`src/rtl/mux_4x1_rr_arbiter.sv`:
```
// mux_4x1_rr_arbiter: round-robin owner selection for a shared 4:1 path with registered data and bounded hold
// Ports: clk/rst_n (async active-low); req[3:0] level requests; din0..din3 requester data;
//        gnt one-hot grant; s0/s1 mux selects (owner MSB/LSB); busy in GRANT;
//        dout/dout_vld registered word taken from the current owner.
module mux_4x1_rr_arbiter #(
  parameter int DATA_W   = 8,
  parameter int MAX_HOLD = 4
) (
  input  logic              clk,
  input  logic              rst_n,
  input  logic [3:0]        req,
  input  logic [DATA_W-1:0] din0,
  input  logic [DATA_W-1:0] din1,
  input  logic [DATA_W-1:0] din2,
  input  logic [DATA_W-1:0] din3,
  output logic [3:0]        gnt,
  output logic              s0,
  output logic              s1,
  output logic              busy,
  output logic [DATA_W-1:0] dout,
  output logic              dout_vld
);
  localparam int HW = $clog2(MAX_HOLD + 1);
  typedef enum logic {IDLE, GRANT} state_t;
  state_t            state_q;
  logic [1:0]        owner_q, ptr_q, win_d, idx;
  logic [HW-1:0]     hold_q;
  logic [3:0]        gnt_q;
  logic [DATA_W-1:0] dout_q, sel_din;
  logic              vld_q, found, others, hold_max, own_req;
  // Circular search starting just after the pointer; the pointer itself is checked last.
  always_comb begin
    win_d = ptr_q;
    found = 1'b0;
    idx   = ptr_q;
    for (int k = 1; k <= 4; k++) begin
      idx = ptr_q + 2'(k);
      if (!found && req[idx]) begin
        win_d = idx;
        found = 1'b1;
      end
    end
  end
  assign own_req  = req[owner_q];
  assign others   = |(req & ~(4'b0001 << owner_q));
  assign hold_max = hold_q == HW'(MAX_HOLD);
  assign sel_din  = owner_q == 2'd0 ? din0 : owner_q == 2'd1 ? din1 : owner_q == 2'd2 ? din2 : din3;
  always_ff @(posedge clk or negedge rst_n) begin
    if (!rst_n) begin
      state_q <= IDLE;
      owner_q <= 2'd0;
      ptr_q   <= 2'd3;
      hold_q  <= '0;
      gnt_q   <= 4'b0000;
      dout_q  <= '0;
      vld_q   <= 1'b0;
    end else begin
      case (state_q)
        IDLE: begin
          vld_q <= 1'b0;
          if (|req) begin
            state_q <= GRANT;
            owner_q <= win_d;
            ptr_q   <= win_d;
            hold_q  <= HW'(1);
            gnt_q   <= 4'b0001 << win_d;
          end
        end
        GRANT: begin
          vld_q <= own_req;
          if (own_req) dout_q <= sel_din;
          if (!own_req && !others) begin
            state_q <= IDLE;
            hold_q  <= '0;
            gnt_q   <= 4'b0000;
          end else if (!own_req || (hold_max && others)) begin
            // Release with others waiting, or hold limit reached: hand over without a bubble.
            owner_q <= win_d;
            ptr_q   <= win_d;
            hold_q  <= HW'(1);
            gnt_q   <= 4'b0001 << win_d;
          end else if (!hold_max) begin
            hold_q <= hold_q + HW'(1);
          end
        end
        default: state_q <= IDLE;
      endcase
    end
  end
  assign gnt      = gnt_q;
  assign s0       = owner_q[1];
  assign s1       = owner_q[0];
  assign busy     = state_q == GRANT;
  assign dout     = dout_q;
  assign dout_vld = vld_q;
endmodule
```
`config.mk`:
```
export PLATFORM = sky130hd
export DESIGN_NAME = mux_4x1_rr_arbiter
export DESIGN_NICKNAME = d
export VERILOG_FILES = /design/src/rtl/mux_4x1_rr_arbiter.sv
export SDC_FILE = /design/constraint.sdc
export NUM_CORES = 1
export LEC_CHECK = 0
export BUFFER_PORTS_ARGS = -buffer_cell sky130_fd_sc_hd__buf_2
export CAP_MARGIN = 20
export CORE_ASPECT_RATIO = 0.7
export CORE_UTILIZATION = 29
export CTS_BUF_LIST = sky130_fd_sc_hd__clkbuf_8
export CTS_CLUSTER_SIZE = 14
export DETAILED_ROUTE_END_ITERATION = 6
export PLACE_DENSITY = 0.6
export SLEW_MARGIN = 20
export SYNTH_ARGS = -nofsm -noshare
export SYNTH_HDL_FRONTEND = slang
export SYNTH_SLANG_ARGS = --single-unit
```
`constraint.sdc`:
```
create_clock -name clk -period 2.3 [get_ports clk]
set_clock_uncertainty 0.2 [all_clocks]
set_input_delay 0.115 -clock clk [delete_from_list [all_inputs] [get_ports clk]]
set_output_delay 0.115 -clock clk [all_outputs]
set_load 0.03 [all_outputs]
```
After elaboration in Yosys (flattened, before gate mapping)
Index checks and enable logic that the tools add are counted.
{"block": "totals", "ff_bits": 21, "in_bits": 38, "word_cells": 84}
{"block": "classes", "n_addsub": 4, "order_cmp": 5, "eq_ne": 8, "shift": 2, "mux": 37, "bitwise": 3, "n_reduce_logical": 18}
{"op": "2-to-1 mux 8 bit", "count": 3}
{"op": "< comparator 2 x 3 -> 1 bit (second input constant)", "count": 5}
{"op": "2-to-1 mux 2 bit", "count": 7}
{"op": "2-to-1 mux 3 bit", "count": 4}
{"op": "2-to-1 mux 4 bit", "count": 3}
{"op": "binary-select mux 1 bit (select 2 bit)", "count": 5}
{"op": "2-to-1 mux 1 bit", "count": 10}
{"op": "case mux 4 bit (2 select lines)", "count": 1}
{"op": "OR reduction 4 bit", "count": 2}
{"op": "left shift 1 x 2 -> 4 bit (first input constant)", "count": 2}
{"op": "case mux 3 bit (2 select lines)", "count": 1}
{"op": "AND reduction 2 bit", "count": 3}
{"op": "logical AND 1 bit", "count": 5}
{"op": "logical NOT 1 bit", "count": 5}
{"op": "adder 2 bit (second input constant)", "count": 2}
{"op": "bitwise AND 4 bit", "count": 1}
{"op": "inequality test 2 bit (second input constant)", "count": 2}
{"op": "inequality test 4 x 2 -> 1 bit (second input constant)", "count": 1}
{"op": "NOT 4 bit", "count": 1}
{"op": "case mux 1 bit (2 select lines)", "count": 2}
{"op": "case mux 2 bit (2 select lines)", "count": 1}
{"op": "adder 3 x 1 -> 3 bit (second input constant)", "count": 1}
{"op": "equality test 3 bit (second input constant)", "count": 1}
{"op": "inequality test 3 x 1 -> 1 bit (second input constant)", "count": 1}
{"op": "8 further kinds", "count": 8}

Depth between registers and ports, before layout
Gate-level depths: netlist of the first run.
{"block": "logic_depth", "word_depth": 17, "ltp_mapped": 7, "ltp_nobuf": 7}

Worst setup path before layout of the first run
OpenSTA, ideal clock, no wires.
{"block": "synth_path", "kind": "register to register", "start": "register owner_q[0]", "end": "register gnt_q[0] (netlist: gnt[0])", "setup_ns": 0.121, "arrival_ns": 1.775, "t_required_ns": 1.979, "setup_slack_ns": 0.204, "stages_incl_launch_ff": 6, "n_path_buf": 0, "cell_sequence": "dfrtp_1 mux4_2 nand2_4 inv_4 o22a_1 a22o_1"}
{"block": "synth_via", "elab_chain_cells": 8, "elab_cells_between_ends": 15, "classes_between": "eq/ne: 1; shift: 1; mux: 4; bitwise: 2; reduce/logical: 7"}
{"item": "start, declared", "line_no": "26", "source": "logic [1:0] owner_q, ptr_q, win_d, idx;"}
{"item": "start signal, assigned", "line_no": "63", "source": "owner_q <= win_d;"}
{"item": "start signal, assigned", "line_no": "78", "source": "owner_q <= win_d;"}
{"item": "left shift 1 x 2 -> 4 bit", "line_no": "45", "source": "assign others = |(req & ~(4'b0001 << owner_q));"}
{"item": "NOT 4 bit", "line_no": "45"}
{"item": "bitwise AND 4 bit", "line_no": "45"}
{"item": "OR reduction 4 bit", "line_no": "45"}
{"item": "logical NOT 1 bit or logical AND 1 bit (tied branches)", "line_no": "72, 76"}
{"item": "logical AND 1 bit or logical OR 1 bit (tied branches)", "line_no": "72, 76"}
{"item": "2-to-1 mux 4 bit or inequality test 3 x 1 -> 1 bit (tied branches)"}
{"item": "case mux 4 bit (2 select lines) or AND reduction 2 bit (tied branches)"}
{"item": "end signal, assigned", "line_no": "66", "source": "gnt_q <= 4'b0001 << win_d;"}
{"item": "end signal, assigned", "line_no": "81", "source": "gnt_q <= 4'b0001 << win_d;"}
{"item": "end, declared", "line_no": "28", "source": "logic [3:0] gnt_q;"}
Several ways; a longest one is shown, not always the timed one. The select of a mux whose other input is x is not followed.
A chain may end at the register's enable or synchronous reset.

Worst setup path in the final report of the first run
{"block": "layout_path", "start": "input port req[0]", "end": "register gnt_q[0] (netlist: gnt[0])"}
{"block": "layout_via", "elab_chain_cells": 16, "elab_cells_between_ends": 39, "classes_between": "eq/ne: 2; shift: 1; mux: 21; bitwise: 1; reduce/logical: 14"}
{"item": "start, declared", "line_no": "11", "source": "input logic [3:0] req,"}
{"item": "binary-select mux 1 bit (select 2 bit)", "line_no": "38", "source": "if (!found && req[idx]) begin"}
{"item": "2-to-1 mux 1 bit (implied by the code)", "line_no": "38"}
{"item": "2-to-1 mux 1 bit", "line_no": "38"}
{"item": "logical NOT 1 bit", "line_no": "38"}
{"item": "logical AND 1 bit", "line_no": "38"}
{"item": "2-to-1 mux 1 bit", "line_no": "38"}
{"item": "logical NOT 1 bit", "line_no": "38"}
{"item": "logical AND 1 bit", "line_no": "38"}
{"item": "2-to-1 mux 1 bit", "line_no": "38"}
{"item": "logical NOT 1 bit", "line_no": "38"}
{"item": "logical AND 1 bit", "line_no": "38"}
{"item": "2-to-1 mux 2 bit", "line_no": "38"}
{"item": "left shift 1 x 2 -> 4 bit", "line_no": "66, 81"}
{"item": "2-to-1 mux 4 bit", "line_no": "76", "source": "end else if (!own_req || (hold_max && others)) begin"}
{"item": "2-to-1 mux 4 bit", "line_no": "72", "source": "if (!own_req && !others) begin"}
{"item": "case mux 4 bit (2 select lines)", "line_no": "58", "source": "case (state_q)"}
Several ways; a longest one is shown, not always the timed one. The select of a mux whose other input is x is not followed.

==> reports/results.ini, run 1 <==
[clocking]
cts_tree=done
htreeDepth=1
cts-resized-gates=0
path_clk_slew_ns=0.08
cts_made_buffers=3
clk_latency_ns=0.27
cts.sinks=21
clockBufferDepth=2
cts_root_buffer=clkbuf_8

[placed_design]
dp_cells=206
gp_congestion=0.824
dpl.hpwl_um=2280
numPortBuffers=53

[synth]
ys_seq_elements=21
yosysSeqAreaShare_pct=42.1
syn_area_um2=1250
async_reset_ff_share_pct=100
syn_area_per_cell_um2=12.4
synth_edf_count=0
synthCells=101
synth_cell_types=37
yosys_warnings=0
synthesis.nets=141
yosys_most_used_dff=dfrtp_1

[setup_path]
end_kind=flip-flop
cp-start-kind=input pin
r2r_end=gnt[0]
crit_fanout=9
worstSetupPathType=in -> reg
reg2reg_depth=5
required_ns=2.26
r2r_slack_ns=0.32
timing.rr.start=owner_q[0]
arrival_ns=2.06

[pwr]
p_leak_nw=0.800
power_density_nw_per_um2=1350
peakVddDrop_v=0.000575

[worst_hold_path]
hold_class=in -> reg
min_to=dout[0]
hold_depth=3
min_from=din3[0]

[sta]
hold_viol_final=0
finalSetupTns_ns=0
tightest_slew_ns=0.467
setup_viol=0
finalMaxSlewViolations=0
fmax_mhz=477
period_share_pct=91.1
maxSlewHeadroom_pct=68.9
period_needed_ns=2.10
rsz0062_at_grt=false

[die]
die_area_um2=4590
die_height_um=57.0
initial_core_util_pct=31.0
dieWidth_um=80.6
row_count=19
core_area_um2=4040
io_pins=54

[global_route]
antenna_found_initial=0
first_global_vias=1073
grt_usage_pct=14.7
overflow=0
grt_first_pass_wirelength_um=5000
grt_start_max_net_pins=22

[finish]
area_growth_pct=32.9
layout.cells.non_filler=213
drive_gt1_share_pct=53.4
final_nets=202
antenna_cells=0

[routing]
ant_nets=0
via_count=1053
drtIter0Drc=61
routed_wl_um=2950
drtPass1Iterations=4
routedWlPerCell_um=13.8
avgViaCountPerCell=4.94
drc=0

[run]
maxCapViolCount=0

[outcome]
status=complete, no violations

## where the power goes
group / total [mW] / switching, mW / leakage [nW] / internal [mW]
Sequential: 0.675 / 0.120 / 0.249 / 0.556
Combinational: 1.32 / 0.732 / 0.530 / 0.593
Clock: 0.255 / 0.132 / 0.0217 / 0.123
## synth_stat cells, types with 2 or more instances
cell type,instances,area share (%)
nand3_1,2,0.80
a21o_1,3,1.8
mux4_2,9,16
nand2_1,5,1.5
nor2b_1,2,1.0
mux2_2,8,7.2
ha_1,2,2.0
nand2b_1,2,1.0
a21oi_1,6,2.4
dfrtp_1,19,38
a22o_1,3,2.1
nor3_1,2,0.80
inv_1,8,2.4
mux2i_1,2,1.6
dfstp_2,2,4.2
nor2_1,5,1.5
## sequential cells by signal (all words and copies together), names as in the netlist
name,count
dout,8
gnt,4
hold_q,3
owner_q,2
ptr_q,2
busy,1
dout_vld,1
## worst max-delay path, stage by stage
cell	delay, ns
dlygate4sd3_1	0.53
buf_2	0.15
mux4_2	0.53
nand2_4	0.18
inv_4	0.06
o22a_1	0.27
a22o_1	0.21
## layout make-up
class                   count  area, um2
multi-input cells          69        678
fillers                   396       2370
repair buffers             58        310
inverters                   9       36.3
well taps                  52       65.1
flip-flops and latches     21        528
clock inverters             1       7.51
clock buffers               3       41.3
## what timing repair did
item,4_1_cts,5_1_grt
setup buffers,0,0
hold endpoints to repair,22,0
hold buffers,3,0
## layout by cell type, fill, tap and decap left out, drive strengths merged, types with 3 or more instances in the layout
| cell type | count |
|---|---|
| a21o | 3 |
| inv | 9 |
| a21oi | 6 |
| buf | 55 |
| nor2b | 4 |
| dfrtp | 19 |
| dlygate4sd3 | 3 |
| mux4 | 9 |
| a22o | 3 |
| clkbuf | 3 |
| nor2 | 5 |
| mux2 | 8 |
| nand2 | 6 |
## per-layer routing
metal / up-vias / wire length [um] / GRT usage (%)
met5: - / 0 / 0
met1: 508 / 1360 / 18.8
met3: 5 / 175 / 4.48
met2: 39 / 1360 / 22.9
li1: 501 / - / -
met4: 0 / 50 / 7.14
## through the flow
stage / util [%] / instance area [um2] / setup slack [ns] / hold WS [ns] / total power [mW]
detailed placement: 39.3 / 1590 / 0.330 / -0.0942 / 2.01
floorplan: - / 1250 / 0.204 / -0.381 / 1.68
global route: 41.2 / 1670 / 0.141 / 0.0862 / 2.41
global placement: 39.3 / 1590 / 0.384 / -0.114 / 1.98
CTS: 41.2 / 1670 / 0.223 / 0.0761 / 2.28
finish: 41.2 / 1670 / 0.204 / 0.0840 / 2.25
## how the worst max path moves through the flow
stage	start	end	slack, ns
after global placement	owner_q[0]	gnt[0]	0.38
final	req[0]	gnt[0]	0.20
after CTS	req[0]	gnt[0]	0.22
after detailed placement	owner_q[0]	gnt[0]	0.33
after floorplan	owner_q[0]	gnt[0]	0.20
after global routing	req[0]	gnt[3]	0.14
## logic make-up (layout without fill, tap and decap cells)
kind of cell | Yosys count | count (layout) | share of synthesized area, %
AO/OA/AOI/OAI | 24 | 24 | 16.2
adder cells (fa/ha/maj) | 2 | 2 | 2.00
multiplexers | 19 | 19 | 25.0
buffers and inverters | 11 | 71 | 3.79
AND/OR/NAND/NOR | 24 | 24 | 11.0
flip-flops | 21 | 21 | 42.1
Power figures use the tool's default switching activity.
==> run 2, diff against run 1 <==
==> constraint.sdc (replaced) <==
create_clock -name clk -period 2.4 [get_ports clk]
set_clock_uncertainty 0.2 [all_clocks]
set_input_delay 0.12 -clock clk [delete_from_list [all_inputs] [get_ports clk]]
set_output_delay 0.12 -clock clk [all_outputs]
set_load 0.03 [all_outputs]
==> run 2 against run 1 <==
- sequential share of layout area increased by 0.19 points
- global-route usage decreased by 0.083 points
- die area unchanged
- core utilization decreased by 0.25 points
- total power decreased by 4.3%
- register-to-register slack improved by 0.13 ns
- setup slack improved by 0.067 ns
- non-clock buffer count decreased by 1
- routed wire length decreased by 0.71%
- highest routed layer unchanged
==> reports/results.ini, run 2 (synthesized netlist as in run 1, its figures left out) <==
[outcome]
status=complete, no violations  ; unchanged

[clocking]
cts_root_buffer=clkbuf_8  ; unchanged
cts-resized-gates=0  ; unchanged
hold_buffers=2  ; was 3
htreeDepth=1  ; unchanged
clk_latency_ns=0.27  ; about the same
clockBufferDepth=2  ; unchanged
path_clk_slew_ns=0.09  ; was 0.08 ns
cts_setup_buffers=0  ; unchanged
cts_made_buffers=3  ; unchanged
cts.sinks=21  ; unchanged
cts_tree=done  ; unchanged

[sta]
rsz0062_at_grt=false  ; unchanged
hold_viol_final=0  ; unchanged
setup_viol=0  ; unchanged
fmax_mhz=470
period_needed_ns=2.13
finalSetupTns_ns=0  ; unchanged
maxSlewHeadroom_pct=61.5  ; was 68.9%
finalMaxSlewViolations=0  ; unchanged
tightest_slew_ns=0.572  ; was 0.467 ns
fin_ws_ns=0.272  ; was 0.204 ns
period_share_pct=88.7

[die]
io_pins=54  ; unchanged
core_area_um2=4040  ; unchanged
initial_core_util_pct=31.0  ; unchanged
dieWidth_um=80.6  ; unchanged
row_count=19  ; unchanged
die_height_um=57.0  ; unchanged
die_area_um2=4590  ; unchanged

[global_route]
overflow=0  ; unchanged
grt_usage_pct=14.7  ; about the same
antenna_found_initial=0  ; unchanged
grt_start_max_net_pins=22  ; unchanged
first_global_vias=1163  ; was 1073
grt_first_pass_wirelength_um=5030  ; was 5000 um

[worst_hold_path]
hold_class=in -> reg  ; unchanged
min_from=req[2]  ; was din3[0]
min_to=busy  ; was dout[0]
hold_depth=3  ; unchanged

[placed_design]
numPortBuffers=53  ; unchanged
dpl.hpwl_um=2310  ; was 2280 um
gp_congestion=0.735  ; was 0.824
pre_cts_slack_ns=0.424  ; was 0.330 ns

[routing]
drtPass1Iterations=4  ; unchanged
routed_wl_um=2920  ; was 2950 um
routedWlPerCell_um=13.8  ; about the same
drc=0  ; unchanged
ant_nets=0  ; unchanged
via_count=1044  ; was 1053
avgViaCountPerCell=4.92  ; was 4.94
drtIter0Drc=42  ; was 61

[finish]
final_nets=201  ; was 202
largest_reg_flops=8  ; unchanged
area_growth_pct=32.1  ; was 32.9%
final_common_cell=buf_2  ; unchanged
antenna_cells=0  ; unchanged
drive_gt1_share_pct=53.8  ; was 53.4%
final_cell_mix=buf_2 (53), dfrtp_1 (19), mux4_2 (9)  ; unchanged

[pwr]
power_density_nw_per_um2=1300  ; was 1350 nW/um2
p_leak_nw=0.798  ; was 0.800 nW
total_power_mw=2.16  ; was 2.25 mW
peakVddDrop_v=0.000508  ; was 0.000575 V

[setup_path]
arrival_ns=2.09  ; was 2.06 ns
timing.rr.start=owner_q[0]  ; unchanged
cp-start-kind=input pin  ; unchanged
reg2reg_depth=6  ; was 5
r2r_slack_ns=0.45  ; was 0.32 ns
end_kind=flip-flop  ; unchanged
crit_fanout=7  ; was 9
required_ns=2.37  ; was 2.26 ns
r2r_end=gnt[3]  ; was gnt[0]
worstSetupPathType=in -> reg  ; unchanged

[run]
maxCapViolCount=0  ; unchanged

[run 2: area by class of cell]
type,count,area [um2]
Fill cell,394,2380
Tap cell,52,65.1
Timing Repair Buffer,57,300
Inverter,9,36.3
Multi-Input combinational cell,69,678
Clock inverter,1,7.51
Clock buffer,3,41.3
Sequential cell,21,528
[run 2: per-stage QoR]
step / hold slack (ns) / area (um2) / instances / utilization (%)
floorplan: -0.376 / 1250 / 101 / -
global placement: -0.0986 / 1590 / 206 / 39.3
detailed placement: -0.0853 / 1590 / 206 / 39.3
CTS: 0.0166 / 1660 / 212 / 41.0
global route: 0.0628 / 1660 / 212 / 41.0
finish: 0.0326 / 1660 / 212 / 41.0
[run 2: power breakdown]
part | internal [mW] | switching (mW) | total, mW
combinational | 0.568 | 0.712 | 1.28
sequential | 0.532 | 0.101 | 0.633
clock | 0.118 | 0.128 | 0.245
[run 2: per-layer routing]
metal,up-vias,track usage [%],part of all wire [%]
li1,501,-,-
met1,502,17.8,43
met2,37,24.5,49
met3,4,4.80,6.5
met4,0,5.36,1.3
met5,-,0,0
[run 2: critical path: stages]
cell	delay, ns
dlygate4sd3_1	0.53
buf_2	0.15
nor4_1	0.50
nor2_1	0.15
a31oi_4	0.31
nor2b_2	0.09
a22o_1	0.24
[run 2: how the worst max path moves through the flow]
stage / from / endpoint / slack (ns) / cells past startpoint
after global routing: req[0] / gnt[3] / 0.22 / 7
after global placement: owner_q[0] / gnt[0] / 0.48 / 5
after detailed placement: owner_q[0] / gnt[3] / 0.42 / 6
after floorplan: owner_q[0] / gnt[0] / 0.30 / 5
after CTS: req[0] / gnt[0] / 0.32 / 7
final: req[0] / gnt[3] / 0.27 / 7
==> run 3, diff against run 2 <==
==> constraint.sdc (replaced) <==
create_clock -name clk -period 2.64 [get_ports clk]
set_clock_uncertainty 0.2 [all_clocks]
set_input_delay 0.132 -clock clk [delete_from_list [all_inputs] [get_ports clk]]
set_output_delay 0.132 -clock clk [all_outputs]
set_load 0.03 [all_outputs]
==> run 3 against run 2 <==
- setup slack better by 0.37 ns
- final cell count is 0.47% lower
- routed wire length rose by 2.0%
- non-clock buffer count is 1 lower
- register-to-register slack gained 0.19 ns
- first-iteration DRC count is 19% lower
- via count increased by 0.96%
- total power fell by 8.7%
- clock power shrank 8%
- core utilization down 0.25 points
- critical path type is now reg -> reg
==> reports/results.ini, run 3 (synthesized netlist as in run 1, its figures left out) <==
[global_route]
grt_usage_pct=15.0  ; was 14.7%
first_global_vias=1138  ; was 1163
grt_start_max_net_pins=22  ; unchanged
grt_first_pass_wirelength_um=5110  ; was 5030 um
overflow=0  ; unchanged
antenna_found_initial=0  ; unchanged

[pwr]
p_leak_nw=0.794  ; was 0.798 nW
power_density_nw_per_um2=1200  ; was 1300 nW/um2
peakVddDrop_v=0.000549  ; was 0.000508 V

[placed_design]
dpl.hpwl_um=2360  ; was 2310 um
gp_congestion=0.732  ; was 0.735
numPortBuffers=53  ; unchanged
pre_cts_slack_ns=0.647  ; was 0.424 ns

[clocking]
path_clk_slew_ns=0.09  ; about the same
cts_setup_buffers=0  ; unchanged
htreeDepth=1  ; unchanged
cts_root_buffer=clkbuf_8  ; unchanged
clk_latency_ns=0.27  ; about the same
cts.sinks=21  ; unchanged
cts_made_buffers=3  ; unchanged
cts_tree=done  ; unchanged
clockBufferDepth=2  ; unchanged

[setup_path]
path_cells=mux4_2 -> nand2_4 -> inv_4 -> o22a_1 -> a22o_1  ; was dlygate4sd3_1 -> buf_2 -> nor4_1 -> nor2_1 -> a31oi_4 -> nor2b_2 -> a22o_1
arrival_ns=1.97  ; was 2.09 ns
required_ns=2.61  ; was 2.37 ns
cp_slowest_cell=mux4_2  ; was dlygate4sd3_1
reg2reg_depth=5  ; was 6
end_kind=flip-flop  ; unchanged
cp_slowest_stage_delay_ns=0.58  ; was 0.53 ns
crit_fanout=9  ; was 7
cp-start-kind=flip-flop  ; was input pin
worstSetupPathType=reg -> reg  ; was in -> reg

[routing]
drc=0  ; unchanged
via_count=1054  ; was 1044
drtIter0Drc=34  ; was 42
avgViaCountPerCell=5.00  ; was 4.92
routedWlPerCell_um=14.1  ; was 13.8 um
ant_nets=0  ; unchanged
drtPass1Iterations=3  ; was 4
routed_wl_um=2980  ; was 2920 um

[worst_hold_path]
hold_depth=3  ; unchanged
hold_class=in -> reg  ; unchanged

[sta]
period_share_pct=75.8
tightest_slew_ns=0.523  ; was 0.572 ns
fmax_mhz=499
holdWs_ns=0.0245  ; was 0.0326 ns
rsz0062_at_grt=false  ; unchanged
finalMaxSlewViolations=0  ; unchanged
hold_viol_final=0  ; unchanged
fin_ws_ns=0.638  ; was 0.272 ns
setup_viol=0  ; unchanged
period_needed_ns=2.00
finalSetupTns_ns=0  ; unchanged
maxSlewHeadroom_pct=64.8  ; was 61.5%

[run]
maxCapViolCount=0  ; unchanged

[finish]
drive_gt1_share_pct=54.1  ; was 53.8%
final_util_pct=40.7  ; was 41.0%
antenna_cells=0  ; unchanged
final_cell_mix=buf_2 (53), dfrtp_1 (19), mux4_2 (9)  ; unchanged
largest_reg_flops=8  ; unchanged
final_common_cell=buf_2  ; unchanged
final_nets=200  ; was 201
area_growth_pct=31.3  ; was 32.1%

[die]
die_height_um=57.0  ; unchanged
initial_core_util_pct=31.0  ; unchanged
io_pins=54  ; unchanged
core_area_um2=4040  ; unchanged
die_area_um2=4590  ; unchanged
dieWidth_um=80.6  ; unchanged
row_count=19  ; unchanged

[outcome]
status=complete, no violations  ; unchanged

-- run 3: changes by cell type in the layout (fill, tap and decap cells not counted) --
cell / before / now
dlygate4sd3_1: 2 / 1
-- run 3: worst paths after layout --
path	startpoint	to	slack, ns
hold / removal	req[0]	busy	0.02
max in group asynchronous	rst_n	ptr_q[0]	1.76
setup reg to reg	owner_q[0]	gnt[0]	0.64
setup / recovery	owner_q[0]	gnt[0]	0.64
hold reg to reg	gnt[1]	gnt[1]	0.30
min in group asynchronous	rst_n	dout[3]	0.14
-- run 3: critical path, delay by kind of cell (launching register included) --
kind | cells | cell delay [ns]
simple gates | 1 | 0.18
flops | 1 | 0.39
mux | 1 | 0.58
compound gates | 2 | 0.48
buf+inv | 1 | 0.06
-- run 3: timing repair --
| action | 4_1_cts | 5_1_grt |
|---|---|---|
| resized for setup | 0 | 0 |
| hold buffers | 1 | 0 |
| endpoints found under the hold margin | 21 | 0 |
| endpoints found under the setup margin | 0 | 0 |
-- run 3: where the power goes --
group,total (mW),switching [mW],internal [mW]
combinational,1.17,0.651,0.515
sequential,0.578,0.0943,0.484
clock,0.226,0.119,0.107
total,1.97,0.864,1.11
-- run 3: final cells by class --
class | instances | area (um2)
fillers | 403 | 2390
flip-flops and latches | 21 | 528
clock inverters | 1 | 7.51
inverters | 9 | 36.3
repair buffers | 56 | 290
well taps | 52 | 65.1
multi-input cells | 69 | 678
clock buffers | 3 | 41.3
-- run 3: metal layers --
| layer | vias to the layer above | GRT usage (%) | share of wire [%] |
|---|---|---|---|
| met4 | 0 | 5.87 | 1.4 |
| met1 | 513 | 18.0 | 44 |
| met3 | 5 | 5.60 | 6.1 |
| met5 | - | 0 | 0 |
| met2 | 33 | 24.5 | 48 |
| li1 | 503 | - | - |
-- run 3: stage by stage --
stage / instance area [um2] / cells / total power [mW]
final: 1650 / 211 / 1.97
after global routing: 1650 / 211 / 2.12
after CTS: 1650 / 211 / 1.99
after detailed placement: 1590 / 206 / 1.76
after global placement: 1590 / 206 / 1.73
after floorplan: 1250 / 101 / 1.46
